## src/rtl/dmem_arbiter.sv

```systemverilog
// dmem_arbiter: two-port arbiter/sequencer for the mips16 single-port data memory.
// Port 0 is the CPU load/store path, port 1 the DMA/program loader. One access is
// in flight at a time: IDLE picks and latches a command, ACCESS drives the memory,
// RDATA returns read data with a one-cycle rvalid pulse on the owning port.
module dmem_arbiter #(
    parameter int ADDR_W     = 16,
    parameter int DATA_W     = 16,
    parameter int FIXED_PRIO = 0
) (
    input  logic              clk,
    input  logic              reset,
    input  logic              req0,
    input  logic              we0,
    input  logic [ADDR_W-1:0] addr0,
    input  logic [DATA_W-1:0] wdata0,
    input  logic              req1,
    input  logic              we1,
    input  logic [ADDR_W-1:0] addr1,
    input  logic [DATA_W-1:0] wdata1,
    output logic              gnt0,
    output logic              gnt1,
    output logic              rvalid0,
    output logic              rvalid1,
    output logic [DATA_W-1:0] rdata0,
    output logic [DATA_W-1:0] rdata1,
    output logic [ADDR_W-1:0] mem_addr,
    output logic [DATA_W-1:0] mem_wdata,
    output logic              mem_we,
    output logic              mem_re,
    input  logic [DATA_W-1:0] mem_rdata,
    output logic              busy
);

    typedef enum logic [1:0] {IDLE, ACCESS, RDATA} state_t;

    typedef struct packed {
        logic [ADDR_W-1:0] addr;
        logic [DATA_W-1:0] wdata;
        logic              we;
        logic              port;
    } cmd_t;

    state_t            state_q, state_d;
    cmd_t              cmd_q, cmd_d;
    logic              last_gnt_q;
    logic              any_req;
    logic              win;
    logic [1:0]        rvalid_q;
    logic [DATA_W-1:0] rdata0_q, rdata1_q;

    // Arbitration: a lone requester wins; a tie goes to port 0 under fixed
    // priority, otherwise to the port that did not win last time.
    always_comb begin
        any_req = req0 | req1;
        if (req0 && req1)
            win = (FIXED_PRIO != 0) ? 1'b0 : ~last_gnt_q;
        else
            win = req1;
        cmd_d.port  = win;
        cmd_d.we    = win ? we1    : we0;
        cmd_d.addr  = win ? addr1  : addr0;
        cmd_d.wdata = win ? wdata1 : wdata0;
    end

    // Next state and memory-side outputs; the bus is quiet outside ACCESS.
    always_comb begin
        state_d   = state_q;
        gnt0      = 1'b0;
        gnt1      = 1'b0;
        mem_addr  = '0;
        mem_wdata = '0;
        mem_we    = 1'b0;
        mem_re    = 1'b0;
        busy      = 1'b0;
        case (state_q)
            IDLE: begin
                if (any_req) state_d = ACCESS;
            end
            ACCESS: begin
                busy      = 1'b1;
                mem_addr  = cmd_q.addr;
                mem_wdata = cmd_q.wdata;
                mem_we    = cmd_q.we;
                mem_re    = ~cmd_q.we;
                gnt0      = ~cmd_q.port;
                gnt1      = cmd_q.port;
                state_d   = cmd_q.we ? IDLE : RDATA;
            end
            RDATA: begin
                busy    = 1'b1;
                state_d = IDLE;
            end
            default: state_d = IDLE;
        endcase
    end

    // State, command capture in IDLE, and read-data return from RDATA.
    always_ff @(posedge clk) begin
        if (reset) begin
            state_q    <= IDLE;
            cmd_q      <= '0;
            last_gnt_q <= 1'b1;
            rvalid_q   <= 2'b00;
            rdata0_q   <= '0;
            rdata1_q   <= '0;
        end else begin
            state_q  <= state_d;
            rvalid_q <= 2'b00;
            if (state_q == IDLE && any_req) begin
                cmd_q      <= cmd_d;
                last_gnt_q <= win;
            end
            if (state_q == RDATA) begin
                rvalid_q[cmd_q.port] <= 1'b1;
                if (cmd_q.port) rdata1_q <= mem_rdata;
                else            rdata0_q <= mem_rdata;
            end
        end
    end

    assign rvalid0 = rvalid_q[0];
    assign rvalid1 = rvalid_q[1];
    assign rdata0  = rdata0_q;
    assign rdata1  = rdata1_q;

endmodule

```

## config.mk

```make
export PLATFORM = sky130hd
export DESIGN_NAME = dmem_arbiter
export DESIGN_NICKNAME = d
export VERILOG_FILES = /design/src/rtl/dmem_arbiter.sv
export SDC_FILE = /design/constraint.sdc
export NUM_CORES = 1
export LEC_CHECK = 0
export ABC_CLOCK_PERIOD_IN_PS = 2700
export BUFFER_PORTS_ARGS = -buffer_cell sky130_fd_sc_hd__buf_2
export CAP_MARGIN = 5
export CORE_ASPECT_RATIO = 0.8
export CORE_MARGIN = 2
export CORE_UTILIZATION = 40
export CTS_CLUSTER_DIAMETER = 100
export CTS_CLUSTER_SIZE = 24
export DETAILED_ROUTE_END_ITERATION = 10
export GPL_TIMING_DRIVEN = 0
export PLACE_DENSITY = 0.72
export SYNTH_ARGS = -nofsm -noshare
export SYNTH_HDL_FRONTEND = slang
export SYNTH_SLANG_ARGS = --single-unit
```

## constraint.sdc

```tcl
create_clock -name clk -period 2.7 [get_ports clk]
set_input_delay 0.81 -clock clk [delete_from_list [all_inputs] [get_ports clk]]
set_output_delay 0.81 -clock clk [all_outputs]
set_load 0.02 [all_outputs]
```

Word level (Yosys, flattened, before mapping)
Index checks and enable logic that the tools add are counted.
Word-level totals
  register bits: 71
  input bits: 86
  word-level logic and storage cells: 43
Cells by class
  order comparisons: 2
  eq/ne operators: 3
  muxes and demuxes: 16
  bitwise operators: 5
  reductions and logical operators: 8
Operators with widths (number)
  two-way mux 16 bit: 4
  two-way mux 1 bit: 8
  two-way mux 2 bit: 2
  NOT 1 bit: 4
  one-hot mux 2 bit (2 select lines): 1
  AND reduction 2 bit: 2
  OR reduction 2 bit: 2
  logical AND 1 bit: 3
  == test 2 x 1 -> 1 bit (second input constant): 1
  == test 2 bit (second input constant): 1
  logical NOT 2 bit: 1
  < comparator 1 x 2 -> 1 bit (second input constant): 1
  inequality test 2 bit (second input constant): 1
  demux 1 bit (select 1 bit): 1
  greater-or-equal comparator 1 bit (second input constant): 1
  OR 1 bit: 1

Depth between registers and ports, before layout
Gate-level depths: netlist of the first run.
  depth in word-level cells: 4
  depth in mapped cells: 7
  mapped depth without buffers: 5

Least setup slack after synthesis of the first run
Ideal clock, no wire load.
  path type: register to output
  from: register state_q[1]
  to: output port mem_addr[0]
  arrival: 1.087 ns
  required time: 1.890 ns
  slack: 0.803 ns
  stages on the path, launching flop included: 5
  buffers on the path: 1
  cells stage by stage: dfxtp_1 -> inv_1 -> ha_1 -> clkbuf_1 -> and2_1
Between the ends
  cells in the longest elaborated chain, start to end: 2
Ends and longest elaborated chain
  start: declaration: RTL line 43  | state_t state_q, state_d;
  start signal: assignment: RTL line 107  | state_q <= state_d;
  == test 2 x 1 -> 1 bit: RTL line 75  | case (state_q)
  two-way mux 16 bit: RTL line 75
  end: declaration: RTL line 26  | output logic [ADDR_W-1:0] mem_addr,
Every way passes these cells.

Final worst setup path of the first run
  from: register state_q[1]
  to: output port mem_wdata[1]
Between the ends
  cells in the longest elaborated chain, start to end: 2
Ends and longest elaborated chain
  == test 2 x 1 -> 1 bit: RTL line 75
  two-way mux 16 bit: RTL line 75
  end: declaration: RTL line 27  | output logic [DATA_W-1:0] mem_wdata,
Every way passes these cells.

==> flow_summary.json, run 1 <==
{
  "max_freq_mhz": 402,
  "grt_busiest_layer": "met2",
  "relSlewSlack_pct": 51.7,
  "cts_buffers": 9,
  "grt_antenna_before_repair": 0,
  "clk_latency_ns": 0.34,
  "yosysUniqueCellTypes": 27,
  "p_total_w": 0.00279,
  "grtUsageTotal_pct": 20.7,
  "layout-drive-gt1-share_pct": 40.3,
  "dpl.hpwl_um": 6800,
  "holdBufCountCts": 0,
  "clock_tree.root_cell": "clkbuf_8",
  "worst_slew_pin_slew_ns": 0.724,
  "fp-row-count": 29,
  "hold_viol_final": 0,
  "fillerInstances": 775,
  "grt_pass1_vias": 3151,
  "hp-class": "register to register",
  "routed_wl_um": 9070,
  "routed-via-count": 3257,
  "drt-wirelength-per-cell_um": 13.5,
  "synthesis.nets": 483,
  "finalWorstSetupSlack_ns": 0.214,
  "antenna_left": 0,
  "cts_tree": "built",
  "met1_usage_pct": 25.9,
  "die_area_um2": 8810,
  "cellLeakagePower_nw": 2.04,
  "finalMaxSlewViolations": 0,
  "ys_ff_latch": 71,
  "critPathMaxFanout": 10,
  "cp.required_ns": 1.89,
  "die-width_um": 104,
  "avgSynthCellArea_um2": 8.21,
  "grt_max_degree": 14,
  "critPathKind": "register to output port",
  "hold_ws_ns": 0.453,
  "syn_to_final_growth_pct": 34.6,
  "finalNonFillerCells": 671,
  "clock_path_buffers": 2,
  "cp.arrival_ns": 1.68,
  "place_congestion": 0.800,
  "io_pins": 157,
  "end_kind": "output port",
  "nets": 648,
  "rsz0062_at_grt": "false",
  "viasPerCell": 4.85,
  "multi_input_area_um2": 1630,
  "diodes": 0,
  "dp_worst_setup_slack_ns": 0.318,
  "drtPass1Iterations": 4,
  "skew_ns": 0.00699,
  "syn_area_um2": 3230,
  "period_share_pct": 92.1,
  "core_area_um2": 7870,
  "outcome": "complete, no violations",
  "synth_warnings": 0,
  "crit_path_start_kind": "register",
  "grt.overflow.total": 0,
  "grtUsageMet3_pct": 5.82,
  "cts_resized": 3,
  "cts.sinks": 71,
  "start_util_pct": 41.0,
  "clk_pin_slew_worst_paths_ns": 0.08,
  "maxCapViolations": 0,
  "cts_max_level": 3,
  "yosysSeqAreaShare_pct": 44.0,
  "holdPathStages": 2,
  "finalCriticalPeriod_ns": 2.49,
  "syn_inst": 393,
  "tns_ns": 0,
  "drt_iter0_markers": 129,
  "die_h_um": 84.3,
  "irDropWorstVdd_uv": 284,
  "setup_violations": 0,
  "rr_worst_depth": 6,
  "dp_cells": 655,
  "grt_first_pass_wirelength_um": 14800,
  "cts_setup_buffers": 0,
  "port_buffers": 154,
  "power_density_nw_per_um2": 641,
  "route.detailed.drc": 0,
  "grt_util_met2_pct": 35.6,
  "seq_area_um2": 1420
}
[worst max-delay path, cell delays in order (launching register included)]
cell	delay, ns
dfxtp_1	0.33
inv_1	0.10
ha_2	0.30
clkbuf_2	0.26
and2_1	0.17
buf_2	0.16
[through the flow]
step	instance area, um^2	utilization, %
after global routing	4340	55.2
after global placement	4130	52.5
final	4340	55.2
after detailed placement	4130	52.5
after CTS	4340	55.1
after floorplan	3230	-
[sequential cells by signal, indices dropped and copies added, names as in the netlist]
register,count
rdata0,16
last_gnt_q,1
rvalid_q,2
rdata1,16
state_q,2
cmd_q,34
[cell families (layout without fill, tap and decap cells)]
kind of cell | after synthesis | in the layout | synth area share (%)
and+or+nand+nor | 177 | 177 | 23.8
adders and majority gates | 4 | 4 | 1.55
DFF | 71 | 71 | 44.0
buffers and inverters | 34 | 204 | 5.62
muxes | 2 | 2 | 0.620
AOI/OAI and AO/OA | 105 | 105 | 24.4
[Yosys cell counts, drive strengths merged]
master | n | area share [%]
nand2 | 98 | 11
a31oi | 1 | 0.19
a21oi | 66 | 10
a21bo | 1 | 0.31
o21ai | 1 | 0.27
buf | 19 | 3.8
o21a | 1 | 0.23
nor3b | 1 | 0.23
nand2b | 1 | 0.19
dfxtp | 71 | 44
or2 | 1 | 0.19
a22oi | 1 | 0.23
clkbuf | 13 | 1.6
and2 | 35 | 6.8
mux2i | 2 | 0.62
a211oi | 33 | 12
inv | 2 | 0.23
a21boi | 1 | 0.58
ha | 4 | 1.6
nor2 | 38 | 4.4
nor2b | 3 | 0.58
[power by group]
group          total [W]  internal [W]  switching, W
Clock           0.000875      0.000455      0.000420
Sequential       0.00119       0.00115     0.0000474
Combinational   0.000718      0.000282      0.000436
Total            0.00279       0.00188      0.000904
[routing by layer]
layer  wire length, um  up-vias
met2              4390       93
met1              4130     1521
met5                 0        -
met4                76        0
met3               474        7
li1                  -     1636
[cell type report]
type,instances,area share [%]
repair buffers,154,17.7
plain buffers,32,4.09
clock inverters,6,1.56
inverters,2,0.173
well taps,108,3.11
flip-flops and latches,71,32.7
clock buffers,10,3.17
multi-input cells,288,37.4
[final timing paths]
kind	from	slack (ns)	end
setup reg to reg	state_q[0]	0.98	rdata1[12]
hold reg to reg	rdata0[14]	0.45	rdata0[14]
setup / recovery	state_q[1]	0.21	mem_wdata[1]
hold / removal	rdata0[14]	0.45	rdata0[14]
[layout by cell type, fill, tap and decap left out]
cell type and count:
nor2b_1 3, bufinv_16 1, clkbuf_1 9, ha_2 1, clkinv_4 1, a21oi_2 1, a211oi_2 29, clkbuf_8 10
buf_1 1, a211oi_1 4, a31oi_1 1, and2_1 35, buf_4 2, nand2_1 98, inv_6 1, buf_2 166
nand2b_1 1, mux2i_1 2, ha_1 3, a22oi_1 1, a21oi_1 65, dfxtp_1 71, buf_6 4, a21boi_4 1
nor2_1 38, nor3b_1 1, inv_1 2, clkbuf_2 4, o21a_1 1, o21ai_2 1, a21bo_2 1, or2_2 1
clkinv_2 1, clkinvlp_4 2
Note: power is estimated with default switching activity, not from simulation.
==> inputs of run 2 (changes only) <==
RECOVER_POWER = 100   (was unset)
==> run 2 against run 1 <==
  * Die area stayed put
  * Critical path depth stayed put
  * Clock-buffer cell count stayed put
  * Sequential share of layout area is 1.0 points higher
  * Final cell count stayed put
  * Final area is 3.0% lower
  * First-iteration DRC count is 5.4% higher
  * Non-clock buffer count stayed put
  * Global-route usage stayed put
  * Power is 1.1% lower
  * Critical path type unchanged
  * Critical endpoint is now mem_wdata[2]
  * Largest power group unchanged
  * Highest routed layer unchanged
==> flow_summary.json, run 2 (synthesis results as in run 1) <==
{
  "finalCriticalPeriod_ns": 2.55,
  "power_density_nw_per_um2": 654,
  "grt_pass1_vias": 3151,
  "drt-wirelength-per-cell_um": 13.7,
  "tns_ns": 0,
  "route.detailed.drc": 0,
  "rsz0062_at_grt": "false",
  "grt_first_pass_wirelength_um": 14800,
  "relSlewSlack_pct": 43.5,
  "worst_slew_pin_slew_ns": 0.838,
  "critPathMaxFanout": 10,
  "grt_max_degree": 14,
  "dpl.hpwl_um": 6800,
  "final_cell_area_um2": 4220,
  "fp-row-count": 29,
  "clockPowerShare_pct": 31.9,
  "drt_iter0_markers": 136,
  "maxCapViolations": 0,
  "r2r_end": "cmd_q[21]",
  "clk_latency_ns": 0.34,
  "grt_antenna_before_repair": 0,
  "r2r_slack_ns": 0.69,
  "antenna_left": 0,
  "path_cells": "inv_1 -> ha_2 -> clkbuf_2 -> and2_1 -> clkbuf_1",
  "crit_path_start_kind": "register",
  "clock_path_buffers": 2,
  "cts_tree": "built",
  "layout-drive-gt1-share_pct": 27.0,
  "holdPathStages": 2,
  "cp.arrival_ns": 1.74,
  "hp-class": "register to register",
  "multi_input_area_um2": 1580,
  "cp.required_ns": 1.89,
  "seq_area_um2": 1420,
  "port_buffers": 154,
  "cts_setup_buffers": 0,
  "p_int_w": 0.00185,
  "cts.sinks": 71,
  "slowest_delay_ns": 0.33,
  "grt.overflow.total": 0,
  "placed_cell_area_um2": 4130,
  "drtPass1Iterations": 4,
  "regMostFlops": "cmd_q",
  "diodes": 0,
  "die_h_um": 84.3,
  "setup_violations": 0,
  "die_area_um2": 8810,
  "p_sw_share_pct": 32.7,
  "routed-via-count": 3276,
  "fillerInstances": 821,
  "rr_worst_depth": 6,
  "max_freq_mhz": 392,
  "p_switching_w": 0.000901,
  "critPathKind": "register to output port",
  "fin_util_pct": 53.5,
  "cp_slowest_cell": "dfxtp_1",
  "combPwrFrac_pct": 24.8,
  "clk_pin_slew_worst_paths_ns": 0.08,
  "cp_top_family": "buffers and inverters",
  "die-width_um": 104,
  "cts_buffers": 9,
  "clock_tree.root_cell": "clkbuf_8",
  "outcome": "complete, no violations",
  "layout_commonest_cell": "nand2_1",
  "grtUsageTotal_pct": 20.7,
  "skew_ns": 0.00584,
  "place_congestion": 0.800,
  "whs_endpoint": "rdata0[10]",
  "start_util_pct": 41.0,
  "hold_viol_final": 0,
  "end_kind": "output port",
  "nets": 648,
  "viasPerCell": 4.88,
  "final_cell_mix": "nand2_1 (98), buf_2 (92), clkbuf_1 (76)",
  "finalMaxSlewViolations": 0,
  "seqPwrFrac_pct": 43.3,
  "rr_startpoint": "state_q[0]",
  "routed_wl_um": 9180,
  "syn_to_final_growth_pct": 30.6,
  "io_pins": 157,
  "hold_start": "rdata0[10]",
  "irDropWorstVdd_uv": 285,
  "period_share_pct": 94.5,
  "cellLeakagePower_nw": 1.76,
  "holdBufCountCts": 0,
  "critPathBufInv": 3,
  "cts_max_level": 3,
  "core_area_um2": 7870,
  "largest_reg_flops": 34
}
[run 2: cell types whose count changed in the layout (fill, tap and decap cells not counted), sizes merged]
| cell | before | now |
|---|---|---|
| buf | 173 | 97 |
| clkbuf | 23 | 99 |
[run 2: worst max path at each step]
stage               start             to  cells after the start
2_1_floorplan  state_q[1]    mem_addr[0]                      4
3_3_place_gp   state_q[1]    mem_addr[2]                      5
6_report       state_q[1]   mem_wdata[2]                      5
5_1_grt        state_q[1]  mem_wdata[13]                      5
3_5_place_dp   state_q[1]   mem_wdata[1]                      5
4_1_cts        state_q[1]   mem_addr[11]                      5
[run 2: timing repair]
| item | 4_1_cts | 5_1_grt |
|---|---|---|
| endpoints found under the setup margin | 21 | 7 |
| gates resized for setup | 3 | 1 |
| pin swaps | 0 | 0 |
[run 2: cell type report]
class                      instances  share of cell area (%)
timing repair buffer             154                    16.6
multi-input combinational        288                    37.5
clock inverter                     6                    1.60
sequential                        71                    33.7
clock buffer                      10                    3.27
inverter                           2                   0.178
tap                              108                    3.21
buffer                            32                    3.89
[run 2: power groups by stage]
stage | combinational (W) | sequential [W] | clock [W]
final | 0.000684 | 0.00119 | 0.000879
after global routing | 0.000758 | 0.00120 | 0.000940
after CTS | 0.000724 | 0.00119 | 0.000902
after detailed placement | 0.000719 | 0.00122 | 0
after global placement | 0.000704 | 0.00121 | 0
after floorplan | 0.000477 | 0.00122 | 0
[run 2: metrics by stage]
stage                     instances  hold WS [ns]  power, W  worst slack, ns
after detailed placement        655         0.443   0.00193            0.318
after global placement          655         0.439   0.00192            0.337
after floorplan                 393         0.474   0.00170            0.803
final                           671         0.456   0.00276            0.148
after CTS                       671         0.454   0.00282           0.0597
after global routing            671         0.472   0.00290           0.0477
[run 2: per-layer routing]
metal / global-route usage, % / part of all wire (%)
met4: 4.91 / 1.1
met2: 35.6 / 47
met3: 5.82 / 6.3
met5: 0 / 0
met1: 25.9 / 45
[run 2: worst register-to-register path, delay by kind of cell (launching register included)]
family / cells / cell delay (ns)
DFF: 1 / 0.36
adders and majority gates: 1 / 0.29
AOI/OAI and AO/OA: 3 / 0.73
buffers and inverters: 2 / 0.52
